<file path="config.mk">
export PLATFORM = sky130hd
export DESIGN_NAME = demux_rr_scheduler
export DESIGN_NICKNAME = d
export VERILOG_FILES = /design/src/rtl/demux_rr_pkg.sv /design/src/rtl/demux_4_to_16.sv /design/src/rtl/demux_rr_scheduler.sv
export SDC_FILE = /design/constraint.sdc
export NUM_CORES = 1
export LEC_CHECK = 0
export ABC_AREA = 1
export CAP_MARGIN = 20
export CORE_MARGIN = 1.5
export CORE_UTILIZATION = 42
export DETAILED_ROUTE_END_ITERATION = 8
export GPL_ROUTABILITY_DRIVEN = 0
export PLACE_DENSITY = 0.77
export SYNTH_ARGS = -nofsm -noshare
export SYNTH_HDL_FRONTEND = slang
export SYNTH_SLANG_ARGS = --single-unit
export TNS_END_PERCENT = 5
</file>
<file path="constraint.sdc">
create_clock -name clk -period 2.7 [get_ports clk]
set_input_delay 0.405 -clock clk [delete_from_list [all_inputs] [get_ports clk]]
set_output_delay 0.405 -clock clk [all_outputs]
set_load 0.02 [all_outputs]
</file>
<file path="src/rtl/demux_rr_pkg.sv">
// Shared constants, FSM state type and round-robin search for demux_rr_scheduler.
package demux_rr_pkg;

  localparam int unsigned NUM_CH = 16;
  localparam int unsigned SEL_W  = 4;

  typedef enum logic {
    IDLE,
    HOLD
  } state_e;

  typedef struct packed {
    logic             found;
    logic [SEL_W-1:0] idx;
  } rr_pick_t;

  // First enabled channel at ptr+1, ptr+2, ... wrapping; ptr itself is checked last.
  function automatic rr_pick_t rr_search(input logic [SEL_W-1:0]  ptr,
                                         input logic [NUM_CH-1:0] en);
    rr_pick_t         pick;
    logic [SEL_W-1:0] idx;
    pick = '0;
    // Walk from the farthest offset down so the nearest enabled channel wins.
    for (int i = NUM_CH; i >= 1; i--) begin
      idx = ptr + SEL_W'(i);
      if (en[idx]) begin
        pick.found = 1'b1;
        pick.idx   = idx;
      end
    end
    return pick;
  endfunction

endpackage

</file>
<file path="src/rtl/demux_4_to_16.sv">
// 4-to-16 one-hot decoder with enable; drives the per-channel valid lines.
module demux_4_to_16 (
  input  logic [3:0]  sel,
  input  logic        in,
  output logic [15:0] out
);

  always_comb begin
    out = '0;
    if (in) begin
      out[sel] = 1'b1;
    end
  end

endmodule

</file>
<file path="src/rtl/demux_rr_scheduler.sv">
// Round-robin demultiplexer: holds one word and routes it to the next enabled channel.
// Define DEMUX_RR_STATS_EN to build the saturating sent/drop counters; otherwise they read 0.
module demux_rr_scheduler #(
  parameter int unsigned DATA_W = 8,
  parameter int unsigned NUM_CH = 16
) (
  input  logic              clk,
  input  logic              rst,
  input  logic              in_valid,
  input  logic [DATA_W-1:0] in_data,
  output logic              in_ready,
  input  logic [NUM_CH-1:0] ch_en,
  input  logic [NUM_CH-1:0] ch_ready,
  output logic [3:0]        sel,
  output logic [NUM_CH-1:0] out_valid,
  output logic [DATA_W-1:0] out_data,
  output logic              busy,
  output logic [15:0]       sent_cnt,
  output logic [15:0]       drop_cnt
);

  import demux_rr_pkg::*;

  state_e            state_q, state_d;
  logic [SEL_W-1:0]  ptr_q, sel_q;
  logic [DATA_W-1:0] data_q;
  rr_pick_t          pick;
  logic              accept, deliver, drop;

  always_comb begin
    pick     = rr_search(ptr_q, ch_en);
    deliver  = (state_q == HOLD) && ch_ready[sel_q];
    // A channel that is neither enabled nor ready loses its word.
    drop     = (state_q == HOLD) && !ch_ready[sel_q] && !ch_en[sel_q];
    in_ready = pick.found && ((state_q == IDLE) || deliver);
    accept   = in_valid && in_ready;
  end

  always_comb begin
    state_d = state_q;
    if (accept) begin
      state_d = HOLD;
    end else if (deliver || drop) begin
      state_d = IDLE;
    end
  end

  always_ff @(posedge clk or posedge rst) begin
    if (rst) begin
      state_q <= IDLE;
      ptr_q   <= SEL_W'(NUM_CH - 1);
      sel_q   <= '0;
      data_q  <= '0;
    end else begin
      state_q <= state_d;
      if (accept) begin
        ptr_q  <= pick.idx;
        sel_q  <= pick.idx;
        data_q <= in_data;
      end
    end
  end

  demux_4_to_16 u_valid_dec (
    .sel (sel_q),
    .in  (state_q == HOLD),
    .out (out_valid)
  );

  assign sel      = sel_q;
  assign out_data = data_q;
  assign busy     = (state_q == HOLD);

`ifdef DEMUX_RR_STATS_EN
  logic [15:0] sent_q, drop_q;

  always_ff @(posedge clk or posedge rst) begin
    if (rst) begin
      sent_q <= '0;
      drop_q <= '0;
    end else begin
      if (deliver && (sent_q != 16'hFFFF)) begin
        sent_q <= sent_q + 16'd1;
      end
      if (drop && (drop_q != 16'hFFFF)) begin
        drop_q <= drop_q + 16'd1;
      end
    end
  end

  assign sent_cnt = sent_q;
  assign drop_cnt = drop_q;
`else
  assign sent_cnt = '0;
  assign drop_cnt = '0;
`endif

endmodule

</file>
* Word-level counts from Yosys, hierarchy flattened *
Cells that the tools add are included.
W data, S select, Z words.

operators by class
  add/subtract/negate cells = 15
  order comparisons = 18
  multiplexer cells = 57
  bitwise operators = 1
  reductions and logical operators = 11

operator list
  kind                   number
  $lt A4 B5 Y1 const B   17
  $mux W5                16
  $bmux W1 S4            18
  $add A4 B4 Y4 const B  8
  $mux W1                21
  $add A4 B3 Y4 const B  4
  $mux W16               1
  $add A4 B2 Y4 const B  2
  $logic_and A1 B1 Y1    6
  $add A4 B1 Y4 const B  1
  $demux W1 S4           1
  $ge A4 B1 Y1 const B   1
  $logic_not A1 Y1       2
  $logic_or A1 B1 Y1     2
  $reduce_bool A2 Y1     1
  $not A1 Y1             1

word-level totals
  flip-flop bits (word level) = 17
  input bits = 43

* Logic depth before layout (Yosys ltp) *
  depth in word-level cells = 21
  depth in mapped cells = 30
  depth with buffers taken out = 29

* By module *
Synthesis repeated with hierarchy kept, for this count alone.

second synthesis, totals
  cells, all modules = 549
  area total of the unflattened synthesis = 2977.9 um^2

modules (own cells, without submodules)
  module              times used  cells an instance  area an instance (um^2)  seq. area each (um^2)
  demux_rr_scheduler  1           517                2851.5                   430.4
  demux_4_to_16       1           32                 126.4                    0.0

* Worst setup path before layout *
Ideal clock, no wire load.

  kind = register to register
  start point = reg ptr_q[1]
  end point = reg sel_q[0] (netlist: sel[0])
  setup time = 0.118 ns
  arrival time = 2.743 ns
  required time = 2.582 ns
  slack = -0.161 ns
  stages on the path, launching flop included = 22
  path buffers = 3
  path through = dfstp_2 -> inv_1 -> buf_2 -> ha_1 -> inv_1 -> buf_2 -> nand3_1 -> nand3_1 -> nand2_1 -> nand2_1 -> nand2_2 -> inv_2 -> nand2_1 -> nor4b_2 -> nand4_1 -> nand2_1 -> inv_2 -> nand2_4 -> inv_2 -> buf_6 -> nand2_1 -> nand2_1

between the ends
  cells in the longest elaborated chain, start to end = 20
  elaborated cells on any way between the ends = 65

ends and longest elaborated chain
  item                                                             RTL line                                RTL
  start: declaration                                               demux_rr_scheduler.sv:25                logic [SEL_W-1:0] ptr_q, sel_q;
  start signal: assignment                                         demux_rr_scheduler.sv:51                ptr_q <= SEL_W'(NUM_CH - 1);
  start signal: assignment                                         demux_rr_scheduler.sv:57                ptr_q <= pick.idx;
  $add A4 B4 Y4 / $bmux W1 S4 (equally long branches)              demux_rr_pkg.sv:25, demux_rr_pkg.sv:26
  $bmux W1 S4 / $mux W1 (equally long branches)                    demux_rr_pkg.sv:26                      if (en[idx]) begin
  $mux W1 (implied by the code) / $mux W5 (equally long branches)  demux_rr_pkg.sv:26
  $mux W5 (14 in a row)                                            demux_rr_pkg.sv:26
  $mux W5 (*)                                                      demux_rr_pkg.sv:26
  $logic_and A1 B1 Y1 (*)                                          demux_rr_scheduler.sv:35                in_ready = pick.found && ((state_q == IDLE) || deliver);
  net in_ready                                                     demux_rr_scheduler.sv:11                output logic in_ready,
  $logic_and A1 B1 Y1 (*)                                          demux_rr_scheduler.sv:36                accept = in_valid && in_ready;
  end signal: assignment                                           demux_rr_scheduler.sv:58                sel_q <= pick.idx;
  end: declaration                                                 demux_rr_scheduler.sv:25

Mark *: on every way through the listed nets, which the timed path passes. The rest lies on a longest branch. The select of a mux whose other input is x is not followed.
A chain may end at the register's enable or synchronous reset.

* Worst setup path after layout *
  start point = reg ptr_q[1]
  end point = out in_ready

between the ends
  cells in the longest elaborated chain, start to end = 19
  elaborated cells on any way between the ends = 64

ends and longest elaborated chain
  item                                                             RTL line
  $add A4 B4 Y4 / $bmux W1 S4 (equally long branches)              demux_rr_pkg.sv:25, demux_rr_pkg.sv:26
  $bmux W1 S4 / $mux W1 (equally long branches)                    demux_rr_pkg.sv:26
  $mux W1 (implied by the code) / $mux W5 (equally long branches)  demux_rr_pkg.sv:26
  $mux W5 (14 in a row)                                            demux_rr_pkg.sv:26
  $mux W5 (*)                                                      demux_rr_pkg.sv:26
  $logic_and A1 B1 Y1 (*)                                          demux_rr_scheduler.sv:35
  end: declaration                                                 demux_rr_scheduler.sv:11

Mark *: on every way between the ends. The rest lies on a longest branch, timed or not. The select of a mux whose other input is x is not followed.

==> flow_summary.yaml <==
clocking:
  cts_root_buffer: "clkbuf_8"
  clk_latency_ns: 0.25
  cts.path.max_buffers: 2
  htree_levels: 1
  cts_tree: "yes"
  numCtsBuffers: 3
  numClockSinks: 17
  clk_pin_slew_ns: 0.06
floorplan:
  core_um2: 6460
  fp.dieH_um: 85.6
  dieWidth_um: 85.6
  fp.dieArea_um2: 7330
  start_util: 0.444
  rows: 29
  io_pins: 105
setup_path:
  r2r_start: "ptr_q[0]"
  critPathLaunchType: "flop"
  cp_top_family: "simple AND/OR/NAND/NOR gates"
  r2r_cells: 25
  reg2reg_to: "sel[0]"
  reg2reg_slack_ns: -0.23
  arrival_ns: 2.63
  path_cells: "inv_4 > ha_4 > buf_4 > nand3_2 > nand3_2 > nand2_2 > nand2_1 > nand2_2 > nor4_1 > nand4_1 > nand2_1 > inv_2 > buf_6"
  critPathMaxFanout: 5
  slowest_delay_ns: 0.57
  cp_slowest_cell: "dfstp_2"
  critical_path.endpoint_type: "primary output"
  worst-path-buf-inv: 4
  cp.required_ns: 2.30
  critPathKind: "flop to primary output"
global_routing:
  grt_pass1_vias: 3822
  grt_max_degree: 25
  grt.overflow.total: 0
  grt_pass1_wl_um: 17700
  antenna_found_initial: 0
  track_usage: 0.294
logic_synthesis:
  synthMostInstantiatedCell: "nand2_1"
  synth_edf_count: 0
  synth_area_um2: 2870
  yosys.area.top_type_share: 0.293
  yosysWarnings: 0
  ys_top_cells_by_area: "nand2_1 (29%), nand3_1 (12%), dfrtp_1 (11%)"
  yosys.area.top_type: "nand2_1"
  synthArstFlopShare: 1.00
  ys_seq_area_frac: 0.150
  syn_inst: 524
  avgSynthCellArea_um2: 5.47
  ys.flop_type: "dfrtp_1"
  synth_common_cells: "nand2_1 (224), nand3_1 (69), a21oi_1 (38)"
  synth_seq_cells: 17
  ys_types: 30
sta:
  slew_viol_final: 0
  finalCritPeriodShare: 1.12
  clock-skew-final_ns: 0.000635
  fin_crit_ns: 3.03
  fin_ws_ns: -0.331
  hold_viol: 0
  tightestPinTransition_ns: 0.617
  relSlewSlack: 0.588
  fmax_mhz: 330
  setup_viol_count_final: 18
  rsz0062_at_grt: "true"
final_layout:
  fillers: 531
  final_core_util: 0.712
  syn_to_final_growth_pct: 60.4
  nets: 730
  antenna_cells: 0
  drive_gt1_frac: 0.275
drt:
  antenna_left: 0
  firstDrtPassIters: 9
  drc: 1
  drt_iter0_markers: 515
  wl_um: 12000
  avgRoutedWirePerCell_um: 15.8
  num_vias: 4158
  vias_per_cell: 5.50
hold_path:
  whs_endpoint: "out_data[5]"
  whs_path_depth: 2
  min_path_type: "flop to flop"
  min-delay-start: "out_data[5]"
place:
  numPortBuffers: 72
  hpwl_um: 8140
run_status:
  failed_checks: "DRC, setup timing"
  status: "complete, but fails checks"
run:
  maxCapViolCount: 0
worst reg2reg max path, cell delays in order, from the launching register on:
cell and delay (ns):
dfstp_2 0.56, buf_4 0.21, nand2_1 0.12, nand3_1 0.11
nand2_1 0.13, o21ai_2 0.20, nand2_1 0.10, buf_4 0.15
nand2_1 0.14, inv_2 0.05, nor2_1 0.14, nor2_1 0.06
nand2_1 0.06, nand2_1 0.07, nand2_1 0.07, nand2_1 0.05
nand4_1 0.06, nand2_1 0.07, nand2_1 0.06, nand2_1 0.05
nand2_1 0.05, nand2_1 0.05, nand2_1 0.06, nand2_1 0.06
nand2_1 0.08, nand2_1 0.06
worst max-delay path by stage:
stage	from	end	slack (ns)	depth (start not counted)
final	ptr_q[1]	in_ready	-0.33	13
after detailed placement	ptr_q[1]	in_ready	-0.49	14
after floorplan	ptr_q[1]	sel[0]	0.01	20
after CTS	ptr_q[1]	in_ready	-0.25	16
after global routing	ptr_q[0]	in_ready	-0.46	16
after global placement	ptr_q[1]	in_ready	-0.45	14
timing repair:
item	in CTS	in global routing
resized for setup	58	34
cloned	1	0
pin swaps	19	17
setup endpoints to repair	18	18
buffers inserted	9	1
hold buffers	0	0
metal layers:
| layer | part of all wire | vias to the layer above | global-route usage |
|---|---|---|---|
| met4 | 0.052 | 0 | 0.107 |
| li1 | - | 1946 | - |
| met5 | 0 | - | 0 |
| met2 | 0.47 | 280 | 0.509 |
| met1 | 0.39 | 1854 | 0.365 |
| met3 | 0.095 | 78 | 0.0500 |
through the flow:
| stage | setup WS (ns) | instance area (um^2) | TNS [ns] | hold slack (ns) | cells |
|---|---|---|---|---|---|
| 3_3_place_gp | -0.446 | 4120 | -1.60 | 0.467 | 742 |
| 4_1_cts | -0.252 | 4450 | -1.17 | 0.488 | 756 |
| 6_report | -0.331 | 4600 | -2.31 | 0.477 | 756 |
| 5_1_grt | -0.460 | 4600 | -5.24 | 0.500 | 756 |
| 2_1_floorplan | 0.0123 | 3010 | 0 | 0.328 | 555 |
| 3_5_place_dp | -0.490 | 4120 | -1.91 | 0.473 | 742 |
cell type report:
cell class,count,area (um^2),area share
timing repair buffer,163,1440,0.313
inverter,50,205,0.0446
sequential,17,430,0.0936
timing repair inverter,1,8.76,0.00190
tap,77,96.3,0.0210
clock buffer,4,45.0,0.00980
multi-input combinational,444,2370,0.516
logic make-up after synthesis:
group / synth area share
other cells: 0.00131
buf+inv: 0.179
simple gates: 0.487
xor+xnor: 0.0214
compound gates: 0.131
fa+ha+maj: 0.0306
flops: 0.150
state kept, by name, summed over array words and instances, names as in the netlist:
register and flops:
busy 1, ptr_q 4, out_data 8, sel 4
layout by cell type (no fill, tap or decap), drive strengths merged, types with 4 or more instances in the layout:
cell type	netlist	layout
nand4	4	4
a21oi	38	38
conb	1	32
nand3	69	69
nor2	28	28
o21ai	10	10
nand2	229	229
clkdlybuf4s50	0	71
a22oi	16	16
buf	44	92
clkbuf	0	4
dfrtp	13	13
inv	48	49
ha	7	7
dfstp	4	4
Power is left out: the tool's default activity adds up to more than one toggle a clock period on the data nets, which glitch-free logic cannot reach.
